--- config.mk ---
export PLATFORM = sky130hd
export DESIGN_NAME = ps2_number_entry
export DESIGN_NICKNAME = d
export VERILOG_FILES = /design/src/rtl/ps2_number_entry.sv
export SDC_FILE = /design/constraint.sdc
export NUM_CORES = 1
export LEC_CHECK = 0
export CAP_MARGIN = 20
export CORE_ASPECT_RATIO = 1.4
export CORE_UTILIZATION = 52
export CTS_CLUSTER_DIAMETER = 100
export DETAILED_ROUTE_END_ITERATION = 10
export GPL_ROUTABILITY_DRIVEN = 0
export GPL_TIMING_DRIVEN = 0
export PLACE_DENSITY = 0.82
export SLEW_MARGIN = 10
export SYNTH_ARGS = -nofsm -noshare
export SYNTH_HDL_FRONTEND = slang
export SYNTH_SLANG_ARGS = --single-unit
--- constraint.sdc ---
create_clock -name clk -period 3.9 [get_ports clk]
set_clock_uncertainty 0.2 [all_clocks]
set_input_delay 0.585 -clock clk [delete_from_list [all_inputs] [get_ports clk]]
set_output_delay 0.585 -clock clk [all_outputs]
set_load 0.05 [all_outputs]
--- src/rtl/ps2_number_entry.sv ---
// PS/2 set-2 number entry: collects decimal keystrokes as BCD, supports
// backspace/escape/enter, and converts the entry to binary one digit per cycle.
module ps2_number_entry #(
  parameter int unsigned MAX_DIGITS = 9
) (
  input  logic                    clk,
  input  logic                    rst,
  input  logic [7:0]              ps2_byte,
  input  logic                    ps2_byte_valid,
  input  logic                    num_ack,
  output logic [31:0]             num_buffer,
  output logic                    num_valid,
  output logic [4*MAX_DIGITS-1:0] entry_bcd,
  output logic [3:0]              digit_count,
  output logic                    busy,
  output logic                    overrun
);

  localparam int unsigned BCD_W   = 4 * MAX_DIGITS;
  localparam int unsigned ACC_W   = 32;
  localparam logic [3:0]  MAX_CNT = 4'(MAX_DIGITS);

  localparam logic [7:0] KEY_BREAK = 8'hF0;
  localparam logic [7:0] KEY_EXT   = 8'hE0;
  localparam logic [7:0] KEY_ENTER = 8'h5A;
  localparam logic [7:0] KEY_BKSP  = 8'h66;
  localparam logic [7:0] KEY_ESC   = 8'h76;

  typedef enum logic [1:0] {
    S_IDLE,
    S_EXT,
    S_BREAK,
    S_CONVERT
  } state_t;

  state_t           state;
  logic [ACC_W-1:0] acc;
  logic [3:0]       idx;

  logic             digit_hit;
  logic [3:0]       digit_val;
  logic [3:0]       conv_digit;
  logic [ACC_W-1:0] acc_next;
  logic             enter_req;

  // Decode a make code into a decimal digit value.
  always_comb begin
    digit_hit = 1'b1;
    digit_val = 4'd0;
    case (ps2_byte)
      8'h45:   digit_val = 4'd0;
      8'h16:   digit_val = 4'd1;
      8'h1E:   digit_val = 4'd2;
      8'h26:   digit_val = 4'd3;
      8'h25:   digit_val = 4'd4;
      8'h2E:   digit_val = 4'd5;
      8'h36:   digit_val = 4'd6;
      8'h3D:   digit_val = 4'd7;
      8'h3E:   digit_val = 4'd8;
      8'h46:   digit_val = 4'd9;
      default: digit_hit = 1'b0;
    endcase
  end

  // Conversion datapath: acc*10 + current digit, most-significant digit first.
  always_comb begin
    conv_digit = 4'(entry_bcd >> {idx, 2'b00});
    acc_next   = (acc << 3) + (acc << 1) + ACC_W'(conv_digit);
  end

  // Enter arrives either as a plain make code or behind the E0 prefix.
  always_comb begin
    enter_req = ps2_byte_valid && (ps2_byte == KEY_ENTER) &&
                ((state == S_IDLE) || (state == S_EXT));
  end

  // Key decoding FSM, entry buffer, conversion and handshake registers.
  always_ff @(posedge clk or negedge rst) begin
    if (!rst) begin
      state       <= S_IDLE;
      acc         <= '0;
      idx         <= '0;
      num_buffer  <= '0;
      num_valid   <= 1'b0;
      entry_bcd   <= '0;
      digit_count <= '0;
      busy        <= 1'b0;
      overrun     <= 1'b0;
    end else begin
      if (num_ack) begin
        num_valid <= 1'b0;
        overrun   <= 1'b0;
      end

      case (state)
        S_IDLE: begin
          if (ps2_byte_valid) begin
            if (ps2_byte == KEY_BREAK) begin
              state <= S_BREAK;
            end else if (ps2_byte == KEY_EXT) begin
              state <= S_EXT;
            end else if (digit_hit) begin
              if (digit_count < MAX_CNT) begin
                entry_bcd   <= {entry_bcd[BCD_W-5:0], digit_val};
                digit_count <= digit_count + 4'd1;
              end
            end else if (ps2_byte == KEY_BKSP) begin
              if (digit_count != 4'd0) begin
                entry_bcd   <= entry_bcd >> 4;
                digit_count <= digit_count - 4'd1;
              end
            end else if (ps2_byte == KEY_ESC) begin
              entry_bcd   <= '0;
              digit_count <= '0;
            end
          end
        end
        S_EXT: begin
          if (ps2_byte_valid) begin
            state <= (ps2_byte == KEY_BREAK) ? S_BREAK : S_IDLE;
          end
        end
        S_BREAK: begin
          if (ps2_byte_valid) begin
            state <= S_IDLE;
          end
        end
        S_CONVERT: begin
          acc <= acc_next;
          idx <= idx - 4'd1;
          if (idx == 4'd0) begin
            num_buffer  <= acc_next;
            num_valid   <= 1'b1;
            overrun     <= 1'b0;
            entry_bcd   <= '0;
            digit_count <= '0;
            busy        <= 1'b0;
            state       <= S_IDLE;
          end
        end
        default: state <= S_IDLE;
      endcase

      // Enter overrides the EXT return-to-IDLE when a conversion starts.
      if (enter_req && (digit_count != 4'd0)) begin
        if (num_valid && !num_ack) begin
          overrun <= 1'b1;
        end else begin
          state <= S_CONVERT;
          busy  <= 1'b1;
          acc   <= '0;
          idx   <= digit_count - 4'd1;
        end
      end
    end
  end

endmodule

==> flow_summary.yaml <==
yosys:
  synth_nets: 900
  yosysMostFrequentCell: "nand2_1"
  ys_warn_count: 0
  ys_ff_latch: 112
  synth_cells: 825
  netlist.top_cell.by_area: "dfrtp_1"
  synth_seq_area_share: 0.3777
  synthFlopType: "dfrtp_1"
  synth.distinct_cells: 66
  yosysTopAreaCellShare: 0.3777
  synth_common_cells: "nand2_1, dfrtp_1, a21oi_1"
  avgSynthCellArea_um2: 8.993
  synthArstFlopShare: 1.000
  synth_edf_count: 0
  synthTopCellsByArea: "dfrtp_1, ha_1, nand2_1, a21oi_1, o21ai_0"
  syn_area_mm2: 0.007420
layout:
  design_area_mm2: 0.009266
  area_growth_pct: 24.89
  layout-drive-gt1-share: 0.1310
  finalNonFillerCells: 1124
  n_antenna_cell: 0
  nets: 1009
critical_path:
  crit_type: "register to register"
  cp.required_ns: 3.97
  path_max_fanout: 8
  r2r-start: "idx[0]$_DFF_PN0_"
  path_delay_family: "multiplexers"
  worst-path-buf-inv: 2
  endpoint_kind: "register"
  start_kind: "register"
  crit_chain: "buf_8 > mux4_2 > mux2i_1 > nor2_1 > a31oi_2 > fa_1 > fa_2 > nor2b_4 > o31ai_4 > a2111oi_4 > buf_4 > o21ai_2 > nand3_2 > xor2_2 > mux2_4"
  slowest_delay_ns: 0.51
  cp_slowest_cell: "mux4_2"
  arrival_ns: 4.05
  critPathLaunch: "idx[0]$_DFF_PN0_"
min_path:
  hold_class: "register to register"
  min_from: "num_buffer[23]$_DFFE_PN0P_"
sta:
  fmax_ghz: 0.2514
  slew_violations: 0
  hold_viol: 0
  setup_viol: 8
  rsz0062_at_grt: "yes"
  relSlewSlack: 0.3765
  whs_ns: 0.2814
  fin_crit_sh: 1.020
  worst-slew-pin-transition_ns: 0.9282
  worst_slack_ns: -0.07786
  finalCriticalPeriod_ns: 3.978
power:
  peakVddDrop_uv: 245.4
  total_power_mw: 3.125
  power_density_mw_per_mm2: 337.3
  p_leak_nw: 3.982
drt:
  drc: 0
  drtIter0Drc: 302
  antenna_left: 0
  vias: 6926
  first_pass_iters: 5
  drt-total-wl_um: 21540
  wl_per_cell_um: 19.16
  viasPerCell: 6.162
status:
  violations: "setup timing"
  status: "finished, violations left"
floorplan:
  initial_utilization: 0.5334
  dieArea_mm2: 0.01476
  coreArea_mm2: 0.01391
  die_x_um: 103.0
  dieHeight_um: 143.3
  num_rows: 51
  io_pins: 87
clock_tree:
  htree_levels: 3
  clock_latency_ns: 0.38
  cts-root-buf: "clkbuf_16"
  clock_path_buffers: 2
  cts_made_buffers: 9
  clkTransAtPathRegs_ns: 0.09
  clock-sinks: 112
  cts_tree: "yes"
global_routing:
  grt_use_total: 0.3049
  antenna_found_initial: 0
  grt_pass1_vias: 6992
  overflow: 0
  grt_max_degree: 84
  grt_pass1_wl_um: 34330
placement:
  io_buffer_count: 84
  pre_cts_ws_ns: -0.6794
  detailed_place_hpwl_um: 15390
  place_inst: 1095
  dpl_cell_area_mm2: 0.008541
flow_run:
  cap_violations: 0
==> cells by family after synthesis <==
family,Yosys count,share of synthesized area
buf+inv,63,0.03946
mux,26,0.04958
compound gates,243,0.2123
xor+xnor,35,0.04131
simple gates,283,0.1713
flops,112,0.3777
fa+ha+maj,63,0.1083
==> routing by layer <==
metal  part of all wire  GRT usage  vias up
li1                   -          -     3190
met1               0.37     0.3317     3385
met2               0.53     0.5474      269
met3              0.052    0.05447       82
met4              0.050     0.1735        0
met5                  0          0        -
==> layout by cell type (no fill, tap or decap), drive strengths merged, types with 22 or more instances in the layout <==
| cell type | netlist | routed |
|---|---|---|
| nor2 | 62 | 62 |
| buf | 13 | 28 |
| a21oi | 68 | 68 |
| nand2 | 149 | 149 |
| xnor2 | 22 | 22 |
| clkbuf | 37 | 45 |
| clkdlybuf4s50 | 0 | 83 |
| ha | 61 | 61 |
| o21ai | 62 | 62 |
| dfrtp | 112 | 112 |
==> state kept, by name, summed over array words and instances (netlist names) <==
| name | cells |
|---|---|
| state | 2 |
| overrun | 1 |
| acc | 31 |
| entry_bcd | 36 |
| digit_count | 4 |
| busy | 1 |
| num_valid | 1 |
| idx | 4 |
| num_buffer | 32 |
==> worst min-delay path, cell delays in order (launching register included) <==
cell	delay (ns)
dfrtp_1	0.35
nand2_1	0.06
o21ai_2	0.05
==> stage by stage <==
step,util,TNS (ns)
detailed placement,0.6140,-12.15
CTS,0.6548,-0.2263
global route,0.6661,-3.184
floorplan,-,0
finish,0.6661,-0.3019
global placement,0.6119,-269.08
==> report_power, final <==
group | switching, mW | leakage, nW | internal (mW)
clock network | 0.521 | 0.156 | 0.474
registers | 0.0559 | 1.44 | 1.20
logic | 0.551 | 2.38 | 0.325
==> layout make-up <==
class / count / area [um2]
clock inverters: 7 / 96.34
clock buffers: 9 / 225.2
plain buffers: 49 / 250.2
repair buffers: 99 / 980.9
fillers: 1171 / 4644
flip-flops and latches: 112 / 2814
inverters: 13 / 48.80
well taps: 185 / 231.5
multi-input cells: 650 / 4619
==> worst paths after layout <==
| check | end | slack [ns] | cells after the start |
|---|---|---|---|
| worst max register to register | num_buffer[26]$_DFFE_PN0P_ | -0.08 | 15 |
| max in group asynchronous | entry_bcd[31]$_DFFE_PN0P_ | 2.33 | 3 |
| worst min-delay path | num_buffer[23]$_DFFE_PN0P_ | 0.28 | 2 |
| worst min register to register | num_buffer[23]$_DFFE_PN0P_ | 0.28 | 2 |
| min in group asynchronous | acc[13]$_DFF_PN0_ | 0.45 | 2 |
| worst max-delay path | num_buffer[26]$_DFFE_PN0P_ | -0.08 | 15 |
==> repair_timing <==
item,CTS,global route
hold buffers,1,0
hold endpoints to repair,29,0
endpoints found under the setup margin,45,40
setup buffers,11,2
gates cloned,0,0
pin swaps,15,22
gates resized for setup,33,32
No activity file was read; power rests on OpenSTA's default activity.
==> RTL edit 1, RTL diff (config.mk and constraints unchanged) <==
`MAX_DIGITS`: 9 -> 10.
--- a/src/rtl/ps2_number_entry.sv
+++ b/src/rtl/ps2_number_entry.sv
@@ -1,7 +1,7 @@
 // PS/2 set-2 number entry: collects decimal keystrokes as BCD, supports
 // backspace/escape/enter, and converts the entry to binary one digit per cycle.
 module ps2_number_entry #(
-  parameter int unsigned MAX_DIGITS = 9
+  parameter int unsigned MAX_DIGITS = 10
 ) (
   input  logic                    clk,
   input  logic                    rst,
Ports: changed (resized entry_bcd); port bits go from 87 to 91. The function was not compared with the original's and may differ.
==> RTL edit 1 against the original RTL <==
  * The flow still finishes with violations (setup timing)
  * Core utilization grew 5.0 points
  * Cell area grew 13%
  * Area after synthesis grew 6.4%
  * Sequential share of layout area shrank 2.6 points
  * Worst setup slack lost 230 ps
  * Hold slack lost 5.7 ps
  * Via count grew 17%
  * Critical path depth grew 1
  * Routed wire length grew 21%
  * Sequential cell count grew 4
  * Final cell count grew 11%
Power is not compared: it rests on default switching activity, and its combinational part moved more than twofold at a synthesized area within 25%.
==> RTL edit 1: results (changes against the original RTL) <==
sta:
  setup_ws_ps: -304.6  # -226.8 ps
  finalSetupTns_ps: -5295  # -4993 ps
  holdWs_ps: 275.7  # -5.683 ps
  final-setup-viol-count: 38  # +30
critical_path:
  timing.critical_path.max_delay_family: "compound AO/OA/AOI/OAI gates"
  worst_ep_arrival_time_ps: 4310  # +260 ps
  cp_max_fo: 6  # -2
route:
  drt_pass1_iterations: 8  # +3
  routed_wl_microns: 26010  # +21%
  initial_drt_markers: 553  # +83%
  m1WireLength_microns: 9035  # +15%
  met3_routed_length_microns: 2189  # +96%
  routed-wl-met2_microns: 12790  # +12%
global_routing:
  gr-usage-met1: 0.3620  # +0.03037
  grt_first_pass_wirelength_microns: 39990  # +16%
  grt_start_max_net_pins: 79  # -6.0%
  first_global_vias: 7908  # +13%
  globalRouteMet2Util: 0.5532  # +0.005878
cells_and_area:
  finish.net_count: 1123  # +11%
  top_regs: "entry_bcd x40, num_buffer x32, acc x31"
  drive_above_1_share: 0.1772  # +0.04620
worst_hold_path:
  min_to: "num_buffer[14]"
logic_synthesis:
  synth.distinct_cells: 73  # +11%
  synth_common_cells: "154 x nand2_1, 116 x dfrtp_1, 74 x nor2_1"
  synthesis.instances: 903  # +9.5%
  synthXorXnorAreaFrac: 0.02996  # -0.01136
  synth_compound_gate_area_share: 0.2151  # +0.002779
run_status:
  status: "complete, but fails checks"
  violations: "setup timing"
placement:
  detailed_place.area_sq_um: 9102  # +6.6%
  numPortBuffers: 90  # +7.1%
  numPlacedInstances: 1183  # +8.0%
  detailed_place_hpwl_microns: 16920  # +9.9%
clocking:
  clkTransAtPathRegs_ps: 50  # -40 ps
  insertion_delay_of_the_later_clocked_pin_in_the_worst_skew_pair_ps: 430  # +50 ps
## RTL edit 1: cell types whose count changed in the layout (fill, tap and decap cells not counted), moves of 6 or more
cell | unedited run | this run
a22o_1 | 7 | 0
o31ai_2 | 10 | 3
o31ai_1 | 8 | 27
mux2i_1 | 12 | 6
nand3_1 | 13 | 19
clkbuf_16 | 9 | 17
clkdlybuf4s50_1 | 83 | 89
nor3_1 | 9 | 15
buf_4 | 13 | 26
clkbuf_1 | 36 | 42
nor2_1 | 56 | 70
dfrtp_1 | 103 | 109
xnor2_1 | 18 | 12
## RTL edit 1: cell type report
cell class	count	area, sq um	share of cell area
plain buffers	55	266.5	0.02541
well taps	189	236.5	0.02254
repair buffers	127	1265	0.1206
clock buffers	23	488.0	0.04652
multi-input cells	713	5175	0.4933
clock inverters	9	77.57	0.007395
flip-flops and latches	116	2912	0.2776
inverters	18	70.07	0.006679
==> RTL edit 2, RTL diff (same settings) <==
Without the edit above. Put one more register stage on the output `digit_count`. The value now appears one clock later. The other outputs are not delayed to match.
--- a/src/rtl/ps2_number_entry.sv
+++ b/src/rtl/ps2_number_entry.sv
@@ -32,6 +32,8 @@
     S_BREAK,
     S_CONVERT
   } state_t;
+
+  logic [3:0] digit_count_s0;
 
   state_t           state;
   logic [ACC_W-1:0] acc;
@@ -83,7 +85,7 @@
       num_buffer  <= '0;
       num_valid   <= 1'b0;
       entry_bcd   <= '0;
-      digit_count <= '0;
+      digit_count_s0 <= '0;
       busy        <= 1'b0;
       overrun     <= 1'b0;
     end else begin
@@ -100,18 +102,18 @@
             end else if (ps2_byte == KEY_EXT) begin
               state <= S_EXT;
             end else if (digit_hit) begin
-              if (digit_count < MAX_CNT) begin
+              if (digit_count_s0 < MAX_CNT) begin
                 entry_bcd   <= {entry_bcd[BCD_W-5:0], digit_val};
-                digit_count <= digit_count + 4'd1;
+                digit_count_s0 <= digit_count_s0 + 4'd1;
               end
             end else if (ps2_byte == KEY_BKSP) begin
-              if (digit_count != 4'd0) begin
+              if (digit_count_s0 != 4'd0) begin
                 entry_bcd   <= entry_bcd >> 4;
-                digit_count <= digit_count - 4'd1;
+                digit_count_s0 <= digit_count_s0 - 4'd1;
               end
             end else if (ps2_byte == KEY_ESC) begin
               entry_bcd   <= '0;
-              digit_count <= '0;
+              digit_count_s0 <= '0;
             end
           end
         end
@@ -133,7 +135,7 @@
             num_valid   <= 1'b1;
             overrun     <= 1'b0;
             entry_bcd   <= '0;
-            digit_count <= '0;
+            digit_count_s0 <= '0;
             busy        <= 1'b0;
             state       <= S_IDLE;
           end
@@ -142,18 +144,22 @@
       endcase
 
       // Enter overrides the EXT return-to-IDLE when a conversion starts.
-      if (enter_req && (digit_count != 4'd0)) begin
+      if (enter_req && (digit_count_s0 != 4'd0)) begin
         if (num_valid && !num_ack) begin
           overrun <= 1'b1;
         end else begin
           state <= S_CONVERT;
           busy  <= 1'b1;
           acc   <= '0;
-          idx   <= digit_count - 4'd1;
+          idx   <= digit_count_s0 - 4'd1;
         end
       end
     end
   end
 
+  always_ff @(posedge clk) begin
+    digit_count <= digit_count_s0;
+  end
+
 endmodule
 
Formal check against the unedited RTL: not equivalent (Yosys sat finds a counterexample within 4 cycles, from zero or initial values and one cycle with rst low).
==> RTL edit 2 against the original RTL <==
  * The flow still finishes with violations (setup timing)
  * Hold slack worse by 6.8 ps
  * Sequential cell count increased by 4
  * Clock power grew 46%
  * Die area rose by 4.2%
  * Non-clock buffer count is 11 higher
  * Power increased by 22%
  * Routed wire length up 8.1%
  * Worst setup slack worse by 190 ps
  * Area after synthesis up 4.3%
  * Sequential share of layout area fell by 1.0 points
  * Cell area up 6.5%
==> RTL edit 2: results (changes against the original RTL) <==
run_status:
  status: "complete, but fails checks"
  violations: "setup timing"
cells_and_area:
  seq_share: 0.2932  # -0.01048
  clock_tree_area_fraction: 0.05413  # +0.01942
  layout.filler_cells: 1087  # -7.2%
  bufAreaShareNonClock: 0.1351  # +0.002259
  multi_input_comb_cells: 684  # +5.2%
  n_sequential_cell: 116  # +3.6%
logic_synthesis:
  synth.distinct_cells: 71  # +7.6%
  post_synth_main_area_contributors: "dfrtp_1 36%, ha_1 9.9%, nand2_1 7.6%, a21oi_1 5.0%, nor2_1 3.2%"
  proportion_of_synthesized_area_in_mux_cells: 0.05450  # +0.004917
route:
  via_count: 7469  # +7.8%
  avgViaCountPerCell: 6.229  # +1.1%
  met3_routed_length_microns: 1413  # +26%
clocking:
  cts_post_setup_buffers_inserted: 14  # +3
  tritoncts.num_buffers: 17  # +8
floorplanning:
  coreArea_sq_um: 14510  # +4.3%
power:
  power.share.sequential: 0.345  # -0.056
  vdd.ir_drop.worst_mv: 0.2232  # -9.0%
global_routing:
  grt_start_max_net_pins: 67  # -20%
  gr-usage-met3: 0.03929  # -0.01519
sta:
  setup_ws_ps: -265.5  # -187.7 ps
  finalSetupTns_ps: -1940  # -1638 ps
  final-setup-viol-count: 23  # +15
critical_path:
  timing.critical_path.max_delay_family: "compound AO/OA/AOI/OAI gates"
==> RTL edit 2: worst register-to-register path: cells and delay by family, from the launching register on <==
family                   cells  cell delay [ps]
adder cells (fa/ha/maj)      2              890
multiplexers                 3              940
buffers and inverters        1              130
AO/OA/AOI/OAI                5             1160
flip-flops                   1              350
XOR/XNOR                     1              170
AND/OR/NAND/NOR              2              200
==> RTL edit 2: path summary, 6_finish.rpt <==
kind / startpoint / to / slack (ps) / depth (start not counted)
min reg2reg: num_buffer[6] / num_buffer[6] / 270 / 2
max: idx[0] / num_buffer[30] / -270 / 14
max reg2reg: idx[0] / num_buffer[30] / -270 / 14
min: num_buffer[6] / num_buffer[6] / 270 / 2
max in group asynchronous: rst / entry_bcd[3] / 2360 / 3
min in group asynchronous: rst / num_buffer[13] / 460 / 2
